$ cat config.mk
export PLATFORM = sky130hd
export DESIGN_NAME = apb_slave_mem
export DESIGN_NICKNAME = d
export VERILOG_FILES = /design/src/rtl/apb_slv_pkg.sv /design/src/rtl/apb_slv_wait_ctr.sv /design/src/rtl/apb_slave_mem.sv
export SDC_FILE = /design/constraint.sdc
export NUM_CORES = 2
export LEC_CHECK = 0
export BUFFER_PORTS_ARGS = -buffer_cell sky130_fd_sc_hd__buf_4
export CORE_MARGIN = 5
export CORE_UTILIZATION = 45
export CTS_BUF_LIST = sky130_fd_sc_hd__clkbuf_8 sky130_fd_sc_hd__clkbuf_16
export DETAILED_ROUTE_END_ITERATION = 6
export PLACE_DENSITY = 0.6
export SETUP_SLACK_MARGIN = 0.02
export SLEW_MARGIN = 40
export SYNTH_ARGS = -nofsm -noshare
export SYNTH_HDL_FRONTEND = slang
export SYNTH_HIERARCHICAL = 1
export SYNTH_SLANG_ARGS = --single-unit
$ cat constraint.sdc
create_clock -name pclk -period 2.9 [get_ports pclk]
set_clock_uncertainty 0.05 [all_clocks]
set_input_delay 0.435 -clock pclk [delete_from_list [all_inputs] [get_ports pclk]]
set_output_delay 0.435 -clock pclk [all_outputs]
set_load 0.03 [all_outputs]
$ cat src/rtl/apb_slv_pkg.sv
// Shared types and defaults for the APB register-file completer.
package apb_slv_pkg;

  localparam int unsigned WAIT_W    = 4;
  localparam int unsigned AW_DEF    = 8;
  localparam int unsigned DW_DEF    = 8;
  localparam int unsigned DEPTH_DEF = 256;

  typedef enum logic [1:0] {
    IDLE = 2'd0,
    WAIT = 2'd1,
    DONE = 2'd2
  } apb_slv_state_e;

endpackage

$ cat src/rtl/apb_slv_wait_ctr.sv
// Wait-state down-counter: loads the per-transfer wait count, decrements while
// waiting and flags the final wait cycle. Never wraps below zero.
module apb_slv_wait_ctr
  import apb_slv_pkg::*;
(
  input  logic              pclk,
  input  logic              presetn,
  input  logic              load,
  input  logic [WAIT_W-1:0] load_val,
  input  logic              dec,
  input  logic              clr,
  output logic              last
);

  logic [WAIT_W-1:0] cnt;

  always_ff @(posedge pclk or negedge presetn) begin
    if (!presetn) begin
      cnt <= '0;
    end else if (clr) begin
      cnt <= '0;
    end else if (load) begin
      cnt <= load_val;
    end else if (dec && (cnt != '0)) begin
      cnt <= cnt - 1'b1;
    end
  end

  assign last = (cnt == WAIT_W'(1));

endmodule

$ cat src/rtl/apb_slave_mem.sv
// APB3 completer backed by a DEPTH x DW register file with programmable wait states.
// Define APB_SLV_ERR_EN to flag out-of-range accesses with pslverr instead of aliasing.
module apb_slave_mem
  import apb_slv_pkg::*;
#(
  parameter int unsigned AW          = AW_DEF,
  parameter int unsigned DW          = DW_DEF,
  parameter int unsigned DEPTH       = DEPTH_DEF,
  parameter int unsigned WAIT_CYCLES = 0
) (
  input  logic          pclk,
  input  logic          presetn,
  input  logic          psel,
  input  logic          penable,
  input  logic          pwrite,
  input  logic [AW-1:0] paddr,
  input  logic [DW-1:0] pwdata,
  output logic [DW-1:0] prdata,
  output logic          pready,
  output logic          pslverr
);

  localparam int unsigned IW = (DEPTH > 1) ? $clog2(DEPTH) : 1;

  apb_slv_state_e state;
  logic [AW-1:0]  addr_q;
  logic           wr_q;
  logic [DW-1:0]  wdata_q;
  logic           err_q;
  logic [DW-1:0]  mem [DEPTH];

  logic           setup, accept, finish_wait, abort, cpl;
  logic [AW-1:0]  cpl_addr;
  logic           cpl_wr, cpl_oor, ctr_last, mem_we;
  logic [DW-1:0]  rd_word;

  // A zero-wait transfer completes straight out of SETUP, so the completion
  // path looks at the live bus address; otherwise it uses the latched one.
  always_comb begin
    setup       = psel && !penable;
    accept      = setup && ((state == IDLE) || (state == DONE));
    finish_wait = (state == WAIT) && psel && ctr_last;
    abort       = (state == WAIT) && !psel;
    cpl         = (accept && (WAIT_CYCLES == 0)) || finish_wait;
    cpl_addr    = accept ? paddr : addr_q;
    cpl_wr      = accept ? pwrite : wr_q;
    rd_word     = mem[IW'(cpl_addr)];
    mem_we      = (state == DONE) && wr_q && !err_q;
  end

`ifdef APB_SLV_ERR_EN
  assign cpl_oor = (32'(cpl_addr) >= DEPTH);
`else
  assign cpl_oor = 1'b0;
`endif

  apb_slv_wait_ctr u_wait_ctr (
    .pclk     (pclk),
    .presetn  (presetn),
    .load     (accept),
    .load_val (WAIT_W'(WAIT_CYCLES)),
    .dec      ((state == WAIT) && psel),
    .clr      (abort),
    .last     (ctr_last)
  );

  always_ff @(posedge pclk or negedge presetn) begin
    if (!presetn) begin
      state   <= IDLE;
      addr_q  <= '0;
      wr_q    <= 1'b0;
      wdata_q <= '0;
      err_q   <= 1'b0;
      prdata  <= '0;
      pready  <= 1'b0;
      pslverr <= 1'b0;
    end else begin
      pready  <= cpl;
      pslverr <= cpl && cpl_oor;
      if (cpl && !cpl_wr) begin
        prdata <= cpl_oor ? '0 : rd_word;
      end
      if (accept) begin
        addr_q  <= paddr;
        wr_q    <= pwrite;
        wdata_q <= pwdata;
        err_q   <= cpl_oor;
      end
      case (state)
        IDLE:    if (accept) state <= (WAIT_CYCLES == 0) ? DONE : WAIT;
        WAIT: begin
          if (abort)            state <= IDLE;
          else if (finish_wait) state <= DONE;
        end
        DONE:    state <= accept ? ((WAIT_CYCLES == 0) ? DONE : WAIT) : IDLE;
        default: state <= IDLE;
      endcase
    end
  end

  always_ff @(posedge pclk or negedge presetn) begin
    if (!presetn) begin
      for (int unsigned i = 0; i < DEPTH; i++) begin
        mem[i] <= '0;
      end
    end else if (mem_we) begin
      mem[IW'(addr_q)] <= wdata_q;
    end
  end

endmodule
After elaboration in Yosys (flattened, before gate mapping)
Cells that the tools add are included.

Muxes and demuxes: 16. $lt $le $gt $ge: 3. Bitwise operators: 2. Reductions and logical operators: 18. Eq/ne operators: 5. Add/sub/neg operators: 1.

Operator list (number): $bwmux W2048 (1); $bmux W8 S8 (1); $demux W8 S8 (1); $mux W8 (4); $ge A9 B9 Y1 const B (2); $not A8 Y9 (2); $mux W4 (3); $logic_and A1 B1 Y1 (9); $lt A9 B1 Y1 const B (1); $mux W2 (4); $pmux W2 S3 (1); $eq A4 B1 Y1 const B (1); $reduce_bool A4 Y1 (1); $sub A4 B1 Y4 const B (1); $logic_not A1 Y1 (3); $ne A3 B3 Y1 const B (1); $reduce_bool A3 Y1 (1); $eq A2 B1 Y1 const B (1); $eq A2 B2 Y1 const B (1); $logic_not A2 Y1 (1); $logic_or A1 B1 Y1 (2); $ne A2 B2 Y1 const B (1); $reduce_and A2 Y1 (1); $mux W1 (1).

Output and inout port bits: 10. Register bits: 2080. Input port bits: 21. Word-level logic and storage cells: 308.

Longest topological paths before layout
Word-level depth: 8. Gate-level depth with buffers: 17. Gate-level depth less buffers: 11.

Worst setup path before layout
Ideal clock, no wire load.

Kind: input port to flip-flop. From: input port penable. To: register prdata[2]. Cell stages on the path: 12. Required time: 2.727 ns. Path slack: -0.183 ns. Path buffers: 3. Arrival time: 2.911 ns. Cells stage by stage: nand2b_1 > buf_4 > a21oi_2 > buf_6 > buf_6 > mux4_2 > a22o_1 > nand2_1 > o311ai_0 > a2111oi_0 > nand4_1 > o221a_2.

Word-level cells in the longest chain between the ends: 8.

Ends and longest elaborated chain: start, declared (RTL line apb_slave_mem.sv:14) `input logic penable,`; $logic_not A1 Y1 (*) (RTL line apb_slave_mem.sv:40) `setup = psel && !penable;`; $logic_and A1 B1 Y1 (*) (RTL line apb_slave_mem.sv:40); $logic_and A1 B1 Y1 (*) (RTL line apb_slave_mem.sv:41) `accept = setup && ((state == IDLE) || (state == DONE));`; $mux W8; $not A8 Y9 (not written as such) (RTL line apb_slave_mem.sv:47) `rd_word = mem[IW'(cpl_addr)];`; $bmux W8 S8 (RTL line apb_slave_mem.sv:47); $mux W8 (not written as such) (2 in series) (RTL line apb_slave_mem.sv:47); end signal, assigned (RTL line apb_slave_mem.sv:81) `prdata <= cpl_oor ? '0 : rd_word;`; end, declared (RTL line apb_slave_mem.sv:18) `output logic [DW-1:0] prdata,`.

Every way passes the cells marked *; elsewhere a longest branch is shown, timed or not. The select of a mux whose other input is x is not followed. A chain may end at the register's enable or synchronous reset.

Worst setup path after layout
From: register addr_q[0]. To: register prdata[2].

Word-level cells in the longest chain between the ends: 5.

Ends and longest elaborated chain: start, declared (RTL line apb_slave_mem.sv:26) `logic [AW-1:0] addr_q;`; start signal, assigned (RTL line apb_slave_mem.sv:84) `addr_q <= paddr;`; $mux W8; $not A8 Y9 (not written as such) (RTL line apb_slave_mem.sv:47); $bmux W8 S8 (RTL line apb_slave_mem.sv:47); $mux W8 (not written as such) (2 in series) (RTL line apb_slave_mem.sv:47).

Every way passes these cells. The select of a mux whose other input is x is not followed.

==> flow_summary.json <==
{
  "synth_warnings": 6,
  "synth.distinct_cells": 72,
  "worst_slew_pin_slew_ps": 804,
  "synth_flop_cell": "dfrtp_1",
  "synth_compound_area_share_pct": 5.12,
  "yosysTopAreaCellShare_pct": 53.8,
  "startpoint": "addr_q[0]",
  "slew_viol_final": 0,
  "synth.avg_cell_area_um2": 11.8,
  "fillers": 18200,
  "relSlewSlack_pct": 46.4,
  "critical_path_class": "reg -> reg",
  "ys_ff_latch": 2075,
  "worst_slack_ps": -570,
  "tns_ps": -3830,
  "viasPerCell": 6.01,
  "die_area_um2": 224000,
  "first_iter_violations": 6314,
  "required_ps": 3600,
  "syn-cell-area_um2": 96500,
  "synth_top_area_cell": "dfrtp_1",
  "layout_commonest_cell": "dfrtp_1",
  "vias": 70500,
  "cts.sinks": 2075,
  "rsz0062_at_grt": "true",
  "syn_nets": 8223,
  "yosys-top-cells-area": "dfrtp_1 (54%), mux2_2 (24%), nand2_1 (6.2%)",
  "synthMuxAreaShare_pct": 27.0,
  "ys_seq_area_share_pct": 53.8,
  "arrival_ps": 4170,
  "hold_depth": 4,
  "antenna_found_initial": 9,
  "placed_cell_area_um2": 106000,
  "maxCapViolCount": 0,
  "timing.final.crit_share_pct": 120,
  "cts_max_level": 4,
  "hpwl_um": 213000,
  "synthAdderAreaFrac_pct": 0,
  "synth_xor_area_share_pct": 0,
  "min_period_ps": 3470,
  "clock_latency_ps": 890,
  "ios": 31,
  "holdPathEnd": "addr_q[1]",
  "fmax_ghz": 0.288,
  "reg2reg_to": "prdata[2]",
  "routed_wl_um": 322000,
  "grt_pass1_wl_um": 483000,
  "syn2layout_area_growth_pct": 19.7,
  "place.gp.congestion": 0.971,
  "numCtsBuffers": 221,
  "synth_top_family_by_area": "multiplexers",
  "port_buffers": 29,
  "p_leak_nw": 55.3,
  "die_w_um": 473,
  "synth_simple_gate_area_share_pct": 10.8,
  "ir_worst_vdd_mv": 0.689,
  "hp-class": "in -> reg",
  "ant_nets": 0,
  "rows": 170,
  "cts.path.max_buffers": 3,
  "grt_max_degree": 118,
  "grt-ovfl-total": 0,
  "clockRootBuffer": "clkbuf_16",
  "path_max_fanout": 8,
  "nets": 8711,
  "grt_usage_pct": 28.5,
  "r2r_start": "addr_q[0]",
  "path_clk_slew_ps": 70,
  "die_y_um": 473,
  "drt-pass1-iter-count": 5,
  "synth_edf_count": 0,
  "reg2reg_depth": 12,
  "whs_ps": 50.4,
  "cts_tree": "done",
  "final_area_um2": 116000,
  "outcome": "complete, but fails checks",
  "min_from": "paddr[1]",
  "worstSetupStartpointType": "flop",
  "hold_viol_final": 0,
  "rrSetupSlack_ps": -570,
  "cp-end-kind": "flop",
  "drive_above_1_share_pct": 40.3,
  "drc": 0,
  "synthCells": 8202,
  "violations": "setup timing",
  "final_cell_mix": "dfrtp_1 (2065), mux2_2 (2024), nand2_1 (1506)",
  "start_util_pct": 45.1,
  "grt_pass1_vias": 71800,
  "p_per_area_nw_per_um2": 621,
  "setup_viol": 18,
  "core_area_um2": 214000,
  "async_flop_share_pct": 100,
  "wire_per_inst_um": 27.5
}
==> metrics by stage <==
stage,worst slack [ps],util [%],instances,power (mW)
detailed placement,-1480,49.4,11300,41.6
floorplan,-28.8,-,8202,35.4
finish,-570,54.0,11700,71.8
CTS,-493,53.7,11700,71.8
global route,-546,54.0,11700,73.9
global placement,-1570,49.4,11300,41.5
==> cell families (layout without fill, tap and decap cells) <==
family / count (synthesis) / in the layout
simple gates: 2455 / 2455
mux: 2266 / 2266
compound gates: 681 / 681
other cells: 1 / 7
buf+inv: 724 / 1403
flops: 2075 / 2075
==> how the worst max path moves through the flow <==
stage	to	slack, ps	cells after the start
after CTS	prdata[0]	-490	12
after detailed placement	prdata[7]	-1480	16
after global placement	prdata[6]	-1570	13
after global routing	prdata[2]	-550	13
final	prdata[2]	-570	12
after floorplan	prdata[1]	-30	13
==> repair_timing <==
action,4_1_cts,5_1_grt
hold buffers,12,0
setup buffers,26,7
cloned,10,5
gates resized for setup,158,125
pin swaps,26,19
setup endpoints to repair,8,519
hold endpoints to repair,973,0
==> synth_stat cells (5+ instances only) <==
master	instances
inv_1	83
o221ai_1	8
nor3_1	38
a32oi_1	95
a32o_1	16
nor4_1	16
a22o_1	6
dfrtp_1	2075
o41ai_1	6
a2111oi_0	9
buf_6	13
a221oi_1	18
a211oi_1	124
nand4_1	30
or3_1	11
nand3_1	536
mux2i_1	174
nand2_1	1586
mux4_2	65
a311oi_1	50
buf_1	50
o211ai_1	15
a31oi_1	124
and3_1	57
nand2b_1	8
nor2b_1	6
a221o_1	5
a21oi_1	78
buf_4	58
o22ai_1	8
buf_2	152
a22oi_1	23
mux2_2	2024
o21ai_0	62
nor2_1	141
clkbuf_1	363
==> area by class of cell <==
type,instances,area [um2],share of cell area [%]
inverter,87,358,0.310
sequential,2075,52000,45.0
tap,2838,3550,3.07
multi-input combinational,5403,42600,36.8
clock buffer,287,6480,5.61
timing repair inverter,1,8.76,0.00758
timing repair buffer,901,9320,8.06
clock inverter,127,1320,1.14
antenna,6,15.0,0.0130
==> report_power, final <==
group	switching [mW]	internal, mW	leakage (nW)
sequential	0.581	29.5	28.9
combinational	7.69	4.13	22.4
clock	12.3	17.6	4.03
total	20.6	51.2	55.3
==> sequential cells by signal, summed over array words and instances (netlist names) <==
name	flops
addr_q	8
mem	2048
prdata	8
pready	1
state	1
wdata_q	8
wr_q	1
==> worst max-delay path, stage by stage, from the launching register on <==
cell and delay (ps):
dfrtp_2 470, a21oi_4 210, buf_12 150, buf_12 180, buf_12 170, buf_4 140
mux4_2 500, a22oi_2 210, buf_4 170, a21oi_2 90, a2111oi_4 440, nand4_1 330
o221a_2 220
==> per-layer routing <==
layer,part of all wire [%],track usage (%),vias to the layer above
li1,-,-,30200
met1,42,39.1,36900
met2,45,43.5,2693
met3,7.5,5.35,728
met4,5.9,14.4,4
met5,0.0037,0,-
Power figures use the tool's default switching activity.
